<file path="config.mk">
export PLATFORM = sky130hd
export DESIGN_NAME = mem_access_unit
export DESIGN_NICKNAME = d
export VERILOG_FILES = /design/src/rtl/mem_access_unit.sv
export SDC_FILE = /design/constraint.sdc
export NUM_CORES = 1
export LEC_CHECK = 0
export ABC_AREA = 1
export ABC_CLOCK_PERIOD_IN_PS = 2900
export BUFFER_PORTS_ARGS = -buffer_cell sky130_fd_sc_hd__buf_4
export CORE_UTILIZATION = 45
export DETAILED_ROUTE_END_ITERATION = 7
export GPL_TIMING_DRIVEN = 0
export PLACE_DENSITY = 0.75
export SLEW_MARGIN = 20
export SYNTH_ARGS = -nofsm -noshare
export SYNTH_HDL_FRONTEND = slang
export SYNTH_SLANG_ARGS = --single-unit
</file>
<file path="constraint.sdc">
create_clock -name clk -period 2.9 [get_ports clk]
set_input_delay 0.29 -clock clk [delete_from_list [all_inputs] [get_ports clk]]
set_output_delay 0.29 -clock clk [all_outputs]
set_load 0.03 [all_outputs]
</file>
<file path="src/rtl/mem_access_unit.sv">
// Memory-stage access unit: decodes loads/stores, checks address legality and
// runs a three-state handshake with the bus bridge while stalling the pipeline.
module mem_access_unit (
    input  logic        clk,
    input  logic        reset,
    input  logic [3:0]  MemOp_MEMin,
    input  logic [31:0] ALUresult_MEMin,
    input  logic [31:0] RD2_MEMin,
    input  logic        expFlag_MEMin,
    input  logic [4:0]  ExcCode_MEMin,
    input  logic        clearAll,
    input  logic [31:0] bus_rdata,
    input  logic        bus_ready,
    output logic        bus_req,
    output logic        bus_we,
    output logic [31:0] bus_addr,
    output logic [3:0]  bus_byteen,
    output logic [31:0] bus_wdata,
    output logic        stall_MEM,
    output logic [31:0] MemData_MEMout,
    output logic        expFlag_MEMout,
    output logic [4:0]  ExcCode_MEMout
);

    typedef enum logic [1:0] {IDLE, ACCESS, DONE} state_t;

    localparam logic [3:0] OP_SW  = 4'd1;
    localparam logic [3:0] OP_SH  = 4'd2;
    localparam logic [3:0] OP_SB  = 4'd3;
    localparam logic [3:0] OP_LW  = 4'd4;
    localparam logic [3:0] OP_LH  = 4'd5;
    localparam logic [3:0] OP_LHU = 4'd6;
    localparam logic [3:0] OP_LB  = 4'd7;
    localparam logic [3:0] OP_LBU = 4'd8;

    localparam logic [4:0] EXC_ADEL = 5'd4;
    localparam logic [4:0] EXC_ADES = 5'd5;

    state_t      state;
    logic [3:0]  op_q;
    logic [1:0]  off_q;

    logic        op_valid;
    logic        is_store;
    logic        is_word;
    logic        is_half;
    logic        in_dm;
    logic        in_timer;
    logic        misaligned;
    logic        local_exc;
    logic        start;
    logic [3:0]  byteen_d;
    logic [31:0] wdata_d;
    logic [7:0]  lane_b;
    logic [15:0] lane_h;
    logic [31:0] load_data;

    // NOTE: every always_comb output gets a default first so no latch is inferred.
    always_comb begin
        op_valid   = (MemOp_MEMin >= OP_SW) && (MemOp_MEMin <= OP_LBU);
        is_store   = (MemOp_MEMin == OP_SW) || (MemOp_MEMin == OP_SH) || (MemOp_MEMin == OP_SB);
        is_word    = (MemOp_MEMin == OP_SW) || (MemOp_MEMin == OP_LW);
        is_half    = (MemOp_MEMin == OP_SH) || (MemOp_MEMin == OP_LH) || (MemOp_MEMin == OP_LHU);
        in_dm      = ALUresult_MEMin < 32'h0000_3000;
        in_timer   = ((ALUresult_MEMin >= 32'h0000_7F00) && (ALUresult_MEMin <= 32'h0000_7F0B)) ||
                     ((ALUresult_MEMin >= 32'h0000_7F10) && (ALUresult_MEMin <= 32'h0000_7F1B));
        misaligned = (is_word && (ALUresult_MEMin[1:0] != 2'b00)) || (is_half && ALUresult_MEMin[0]);
        // Offset 8 of either timer is its read-only count register.
        local_exc  = op_valid && (misaligned || !(in_dm || in_timer) ||
                     (in_timer && !is_word) ||
                     (in_timer && is_store && (ALUresult_MEMin[3:0] == 4'h8)));
    end

    assign start = (state == IDLE) && op_valid && !expFlag_MEMin && !local_exc && !clearAll;

    // Accesses that start never carry an exception, so outside IDLE the
    // exception outputs stay at zero until the FSM is back in IDLE.
    always_comb begin
        expFlag_MEMout = 1'b0;
        ExcCode_MEMout = 5'd0;
        if ((state == IDLE) && reset) begin
            if (expFlag_MEMin) begin
                expFlag_MEMout = 1'b1;
                ExcCode_MEMout = ExcCode_MEMin;
            end else if (local_exc) begin
                expFlag_MEMout = 1'b1;
                ExcCode_MEMout = is_store ? EXC_ADES : EXC_ADEL;
            end
        end
    end

    assign stall_MEM = (start && reset) || (state == ACCESS);

    always_comb begin
        byteen_d = 4'b0000;
        wdata_d  = 32'd0;
        case (MemOp_MEMin)
            OP_SW: begin
                byteen_d = 4'b1111;
                wdata_d  = RD2_MEMin;
            end
            OP_SH: begin
                byteen_d = ALUresult_MEMin[1] ? 4'b1100 : 4'b0011;
                wdata_d  = {2{RD2_MEMin[15:0]}};
            end
            OP_SB: begin
                byteen_d = 4'b0001 << ALUresult_MEMin[1:0];
                wdata_d  = {4{RD2_MEMin[7:0]}};
            end
            default: ;
        endcase
    end

    always_comb begin
        lane_b = bus_rdata[{off_q, 3'b000} +: 8];
        lane_h = off_q[1] ? bus_rdata[31:16] : bus_rdata[15:0];
        case (op_q)
            OP_LH:   load_data = {{16{lane_h[15]}}, lane_h};
            OP_LHU:  load_data = {16'd0, lane_h};
            OP_LB:   load_data = {{24{lane_b[7]}}, lane_b};
            OP_LBU:  load_data = {24'd0, lane_b};
            default: load_data = bus_rdata;
        endcase
    end

    // NOTE: sequential state uses non-blocking assignments only.
    always_ff @(posedge clk or negedge reset) begin
        if (!reset) begin
            state          <= IDLE;
            bus_req        <= 1'b0;
            bus_we         <= 1'b0;
            bus_addr       <= 32'd0;
            bus_byteen     <= 4'b0000;
            bus_wdata      <= 32'd0;
            MemData_MEMout <= 32'd0;
            op_q           <= 4'd0;
            off_q          <= 2'd0;
        end else if (clearAll) begin
            // A store whose ready coincides with the flush already reached the bridge.
            state          <= IDLE;
            bus_req        <= 1'b0;
            MemData_MEMout <= 32'd0;
        end else begin
            case (state)
                IDLE: begin
                    if (start) begin
                        state      <= ACCESS;
                        bus_req    <= 1'b1;
                        bus_we     <= is_store;
                        bus_addr   <= {ALUresult_MEMin[31:2], 2'b00};
                        bus_byteen <= byteen_d;
                        bus_wdata  <= wdata_d;
                        op_q       <= MemOp_MEMin;
                        off_q      <= ALUresult_MEMin[1:0];
                    end
                end
                ACCESS: begin
                    if (bus_ready) begin
                        state          <= DONE;
                        bus_req        <= 1'b0;
                        MemData_MEMout <= load_data;
                    end
                end
                DONE:    state <= IDLE;
                default: state <= IDLE;
            endcase
        end
    end

endmodule

</file>
==> results.sh, run 1 <==
export IMPL_finalPower_mw=4.47
export IMPL_drc=0
export IMPL_finalCritPeriodShare_pct=81.0
export IMPL_timing_fmax_mhz=426
export IMPL_synth_edf_count=0
export IMPL_h_tree_depth=3
export IMPL_cts_clk_slew_worst_paths_ns=0.07
export IMPL_cts_tree="yes"
export IMPL_area_delta_synth_final_pct=38.0
export IMPL_start_kind="primary input"
export IMPL_port_buffers=216
export IMPL_first_pass_iters=5
export IMPL_hpwl_mm=12.7
export IMPL_avgRoutedWirePerCell_um=15.3
export IMPL_antenna_cells=0
export IMPL_grt_pass1_wl_mm=26.2
export IMPL_syn_avg_cell_area_sq_um=7.66
export IMPL_postLayoutCellArea_sq_mm=0.00762
export IMPL_gp_congestion=0.927
export IMPL_required_ns=2.61
export IMPL_io_pins=219
export IMPL_synth_area_top_cells="dfrtp_1 49%, nand2_1 16%, nand3_1 4.9%"
export IMPL_yosysTopAreaCell="dfrtp_1"
export IMPL_cts_buffer_depth=2
export IMPL_final_max_slew_viol_count=0
export IMPL_die_y_um=113
export IMPL_rsz0062_at_grt="no"
export IMPL_grt_pass1_vias=5109
export IMPL_worstMarginPinSlew_ns=0.994
export IMPL_synth_top_area_share_pct=48.9
export IMPL_yosys_most_used_dff="dfrtp_1"
export IMPL_die_w_um=113
export IMPL_worstSetupEndpointType="output pin"
export IMPL_grt_usage_pct=26.6
export IMPL_r2r_start="op_q[3]"
export IMPL_crit_fanout=10
export IMPL_relSlewSlack_pct=33.7
export IMPL_ys_seq_area_share_pct=48.9
export IMPL_vias=5681
export IMPL_grt_max_degree=110
export IMPL_antenna_found_initial=0
export IMPL_placementRows=40
export IMPL_synth_cell_type_count=34
export IMPL_die_area_sq_mm=0.0127
export IMPL_ctsHoldBuffers=0
export IMPL_netlist_instances=721
export IMPL_drt_iter0_markers=472
export IMPL_drive_gt1_share_pct=28.6
export IMPL_setup_tns_ns=0
export IMPL_numClockSinks=108
export IMPL_arrival_ns=2.06
export IMPL_ir_drop_mv=0.273
export IMPL_post_cts_resized_instances=0
export IMPL_wirelength_mm=16.9
export IMPL_netlist_area_sq_mm=0.00552
export IMPL_setup_violations=0
export IMPL_r2r_slack_ns=0.79
export IMPL_ant_nets=0
export IMPL_numCtsBuffers=9
export IMPL_ctsRootBufferMaster="clkbuf_16"
export IMPL_grt_ovfl_total=0
export IMPL_fin_nets=1059
export IMPL_clk_latency_ns=0.36
export IMPL_status="completed"
export IMPL_crit_start="ALUresult_MEMin[20]"
export IMPL_finalCriticalPeriod_ns=2.35
export IMPL_vias_per_cell=5.16
export IMPL_cts_setup_buffers=0
export IMPL_p_leak_nw=4.13
export IMPL_powerDensity_mw_per_mm2=586
export IMPL_ys_warn_count=0
export IMPL_worst_setup_path_type="primary input to output pin"
export IMPL_ys_ff_latch=108
export IMPL_start_util_pct=46.0
export IMPL_placed_area_sq_mm=0.00734
export IMPL_hold_viol=0
export IMPL_async_flop_share_pct=100
export IMPL_cap_violations=0
export IMPL_coreArea_sq_mm=0.0120
export IMPL_fin_skew_ns=0.00902
export IMPL_hold_class="primary input to asynchronous set/reset pin"
export IMPL_hold_ws_ns=0.0249
[placed cells by master, fill, tap and decap left out, drive strengths merged, types with 7 or more instances in the layout]
master | netlist | layout
nand2 | 235 | 235
buf | 18 | 234
dfrtp | 108 | 108
o21ai | 84 | 84
nor2 | 61 | 61
inv | 58 | 58
nand3 | 55 | 55
a21oi | 42 | 42
clkbuf | 19 | 31
o22ai | 7 | 7
o221ai | 7 | 7
[metrics by stage]
step	cells	setup WS [ns]	util (%)
after floorplan	722	0.726	-
after global placement	1085	0.209	61.0
after detailed placement	1085	0.514	61.1
after CTS	1101	0.517	63.5
after global routing	1101	0.266	63.5
final	1101	0.551	63.5
[sequential cells by signal, indices dropped and copies added, names as in the netlist]
signal,cells
MemData_MEMout,32
bus_req,1
off_q,2
bus_we,1
bus_wdata,32
bus_byteen,4
op_q,4
state,2
bus_addr,30
[Yosys cell counts (2+ instances only)]
master and instances:
nand2_2 5, o21ai_1 36, a31oi_1 4, o22ai_1 7, o221ai_1 7, inv_2 6, a21oi_1 41, nor2_1 59
o21ai_0 46, clkbuf_1 18, buf_6 8, nand3_1 54, dfrtp_1 108, nor3_1 2, buf_4 4, o2111ai_1 6
nand4_1 2, or2_2 6, buf_2 6, nand2_1 230, inv_1 52, o311ai_0 2
[metal layers]
metal  vias to the layer above  share of wire, %  GRT usage [%]
li1                       2813                 -              -
met1                      2615                45           37.4
met2                       224                46           41.1
met3                        29               6.7           4.18
met4                         0               2.6           11.3
met5                         -                 0              0
[cell type report]
cell class	count	area, sq um
clock buffers	12	236
flip-flops and latches	108	2700
multi-input cells	519	2380
clock inverters	4	50.0
plain buffers	37	223
repair buffers	216	1630
inverters	58	218
well taps	147	184
fillers	1124	4390
[critical path, cell delays in order]
cell and delay, ns:
buf_4 0.11, nor2_1 0.09, nand2_1 0.06, nor2_1 0.18, nand2_1 0.08, nor2_1 0.12, nand2_1 0.06, nand2_1 0.05
nand3_1 0.06, nand2_1 0.14, nand2_2 0.09, inv_2 0.06, nand2_2 0.05, buf_6 0.17, buf_6 0.14, o22ai_1 0.11
buf_4 0.19
[power by group]
group	switching (mW)	internal (mW)	total, mW
combinational	0.946	0.521	1.47
sequential	0.105	1.66	1.77
clock	0.563	0.670	1.23
total	1.61	2.85	4.47
[worst paths after layout]
path,to,cells after the start
setup / recovery,stall_MEM,17
hold / removal,MemData_MEMout[30],1
setup reg to reg,MemData_MEMout[29],9
hold reg to reg,bus_addr[24],2
max in group asynchronous,MemData_MEMout[24],1
min in group clk,bus_addr[8],3
[cells by family after synthesis]
family	share of synthesized area, %
AOI/OAI and AO/OA	15.7
buffers and inverters	7.97
DFF	48.9
other	0.0679
and+or+nand+nor	27.4
(Power assumes the default switching activity.)
==> run 2: changes to the inputs <==
--- a/config.mk
+++ b/config.mk
@@ -5,13 +5,13 @@
 export SDC_FILE = /design/constraint.sdc
 export NUM_CORES = 1
 export LEC_CHECK = 0
-export ABC_AREA = 1
-export ABC_CLOCK_PERIOD_IN_PS = 2900
+export ABC_AREA = 0
+export ABC_CLOCK_PERIOD_IN_PS = 2200
 export BUFFER_PORTS_ARGS = -buffer_cell sky130_fd_sc_hd__buf_4
 export CORE_UTILIZATION = 45
 export DETAILED_ROUTE_END_ITERATION = 7
 export GPL_TIMING_DRIVEN = 0
-export PLACE_DENSITY = 0.75
+export PLACE_DENSITY = 0.76
 export SLEW_MARGIN = 20
 export SYNTH_ARGS = -nofsm -noshare
 export SYNTH_HDL_FRONTEND = slang
==> constraint.sdc (replaced) <==
create_clock -name clk -period 2.2 [get_ports clk]
set_input_delay 0.22 -clock clk [delete_from_list [all_inputs] [get_ports clk]]
set_output_delay 0.22 -clock clk [all_outputs]
set_load 0.03 [all_outputs]
==> results.sh, run 2 <==
export IMPL_status="complete, but fails checks"
export IMPL_violations="hold timing"
export IMPL_final_max_slew_viol_count=0
export IMPL_required_ns=2.44
export IMPL_r2r_slack_ns=0.05
export IMPL_timing_fmax_mhz=466
export IMPL_cp_num_buf_inv=2
export IMPL_vias=4867
export IMPL_antenna_cells=0
export IMPL_yosys_top_cells_count="108 x dfrtp_1, 62 x nand2_1, 59 x o21ai_0, 44 x mux2_2, 39 x a21oi_1"
export IMPL_grt_usage_pct=25.6
export IMPL_avgRoutedWirePerCell_um=17.2
export IMPL_drc=0
export IMPL_ir_drop_mv=0.332
export IMPL_top_regs="MemData_MEMout x32, bus_wdata x32, bus_addr x30"
export IMPL_synth_cell_type_count=41
export IMPL_crit_path_frequent_cell="buf_6"
export IMPL_netlist_area_sq_mm=0.00531
export IMPL_cts_clk_slew_worst_paths_ns=0.07
export IMPL_crit_chain="or4_4 > or4_1 > buf_6 > buf_6 > mux2_4"
export IMPL_io_pins=219
export IMPL_fillerInstances=925
export IMPL_numClockSinks=108
export IMPL_powerDensity_mw_per_mm2=581
export IMPL_grt_pass1_wl_mm=25.0
export IMPL_antenna_found_initial=0
export IMPL_setup_violations=0
export IMPL_vias_per_cell=5.39
export IMPL_hold_class="primary input to asynchronous set/reset pin"
export IMPL_cts_buffer_depth=2
export IMPL_slowest_stage="or4_4"
export IMPL_busiest_layer="met2"
export IMPL_first_pass_iters=5
export IMPL_cap_violations=0
export IMPL_ys_seq_area_share_pct=50.9
export IMPL_multi_input_area_sq_mm=0.00246
export IMPL_cts_tree="yes"
export IMPL_syn_avg_cell_area_sq_um=10.1
export IMPL_seq_area_sq_mm=0.00270
export IMPL_grt_pass1_vias=4871
export IMPL_h_tree_depth=3
export IMPL_coreArea_sq_mm=0.0115
export IMPL_drive_gt1_share_pct=41.2
export IMPL_met3_usage_pct=6.04
export IMPL_rsz0062_at_grt="no"
export IMPL_ant_nets=0
export IMPL_grt_max_degree=112
export IMPL_synth_top_area_share_pct=50.9
export IMPL_hold_ws_ns=-0.164
export IMPL_grt_ovfl_total=0
export IMPL_ys_ff_latch=108
export IMPL_dpl_cell_count=885
export IMPL_die_area_sq_mm=0.0122
export IMPL_numCtsBuffers=9
export IMPL_hold_viol=108
export IMPL_placementRows=39
export IMPL_async_flop_share_pct=100
export IMPL_relSlewSlack_pct=56.3
export IMPL_finalCriticalPeriod_ns=2.15
export IMPL_die_y_um=111
export IMPL_synth_area_top_cells="dfrtp_1 51%, mux2_2 9.3%, o21ai_0 5.6%"
export IMPL_hpwl_mm=11.5
export IMPL_synth_most_common_cell="dfrtp_1"
export IMPL_path_delay_family="simple AND/OR/NAND/NOR gates"
export IMPL_start_kind="flop"
export IMPL_clk_latency_ns=0.35
export IMPL_worstMarginPinSlew_ns=0.653
export IMPL_worstSetupEndpointType="flop"
export IMPL_die_w_um=111
export IMPL_gp_congestion=0.909
export IMPL_finalCritPeriodShare_pct=97.5
export IMPL_gr_usage_met1_pct=32.7
export IMPL_wirelength_mm=15.6
export IMPL_crit_fanout=10
export IMPL_worst_setup_path_type="flop to flop"
export IMPL_layout_commonest_cell="buf_4"
export IMPL_postLayoutCellArea_sq_mm=0.00758
export IMPL_setup_tns_ns=0
export IMPL_grtUsageMet2_pct=42.2
export IMPL_ctsRootBufferMaster="clkbuf_16"
export IMPL_fin_skew_ns=0.00716
export IMPL_fin_nets=865
export IMPL_arrival_ns=2.38
export IMPL_netlist_instances=526
export IMPL_drt_iter0_markers=253
export IMPL_placed_area_sq_mm=0.00711
export IMPL_fin_cells=903
export IMPL_area_delta_synth_final_pct=42.9
export IMPL_cpPeakStageDelay_ns=0.55
export IMPL_yosys_most_used_dff="dfrtp_1"
export IMPL_synth_edf_count=0
export IMPL_ys_warn_count=0
export IMPL_start_util_pct=46.3
export IMPL_finalPower_mw=4.40
export IMPL_yosysTopAreaCell="dfrtp_1"
export IMPL_port_buffers=215
export IMPL_mostFrequentLayoutCells="220 x buf_4, 108 x dfrtp_1, 62 x nand2_1, 59 x o21ai_0, 44 x mux2_2"
export IMPL_p_leak_nw=3.86
[run 2: changes by cell type after synthesis, moves of 11 or more]
cell / delta
nand2_1: -168
mux2_2: +44
nand3_1: -44
inv_1: -40
o21ai_1: -33
and2_1: +27
nor2_1: -27
nor2b_1: +19
mux2i_1: +18
o21ai_0: +13
mux2_4: +11
[run 2: final timing paths]
check	startpoint	cells past startpoint	end
worst min register to register	state[1]	1	state[0]
min in group clk	clearAll	2	MemData_MEMout[7]
worst max-delay path	state[1]	5	bus_addr[12]
worst min-delay path	reset	1	bus_addr[31]
max in group asynchronous	reset	1	off_q[1]
worst max register to register	state[1]	5	bus_addr[12]
[run 2: stage by stage]
| stage | utilization [%] | worst slack (ns) |
|---|---|---|
| floorplan | - | -0.0300 |
| finish | 66.1 | 0.0541 |
| CTS | 65.8 | -0.00782 |
| global route | 66.1 | 0.00432 |
| global placement | 61.9 | -0.556 |
| detailed placement | 62.0 | -0.530 |
[run 2: layout make-up]
cell class	count	share of cell area, %
sequential	108	35.6
multi-input combinational	375	32.5
buffer	31	2.24
clock buffer	9	2.97
tap	143	2.36
clock inverter	7	1.91
inverter	12	0.594
timing repair buffer	218	21.8
[run 2: power by group]
group	switching (mW)	leakage, nW	internal, mW
registers	0.00000989	1.46	1.98
logic	0.224	2.23	0.199
clock network	0.761	0.177	1.24
[run 2: layer usage]
metal  vias to the layer above  part of all wire, %
li1                       2282                    -
met1                      2345                   42
met2                       220                   49
met3                        20                  7.4
met4                         0                  1.6
met5                         -                    0
[run 2: logic make-up after synthesis]
kind of cell	Yosys count	synth area share, %
other	1	0.0707
XOR/XNOR	2	0.330
multiplexers	73	15.8
flip-flops	108	50.9
buffers and inverters	44	3.77
AO/OA/AOI/OAI	119	12.2
AND/OR/NAND/NOR	179	16.8
[run 2: timing repair]
item,in CTS,in global routing
pin swaps,2,1
hold endpoints to repair,108,108
gates cloned,0,0
resized for setup,11,10
setup buffers,3,0
setup endpoints to repair,57,37
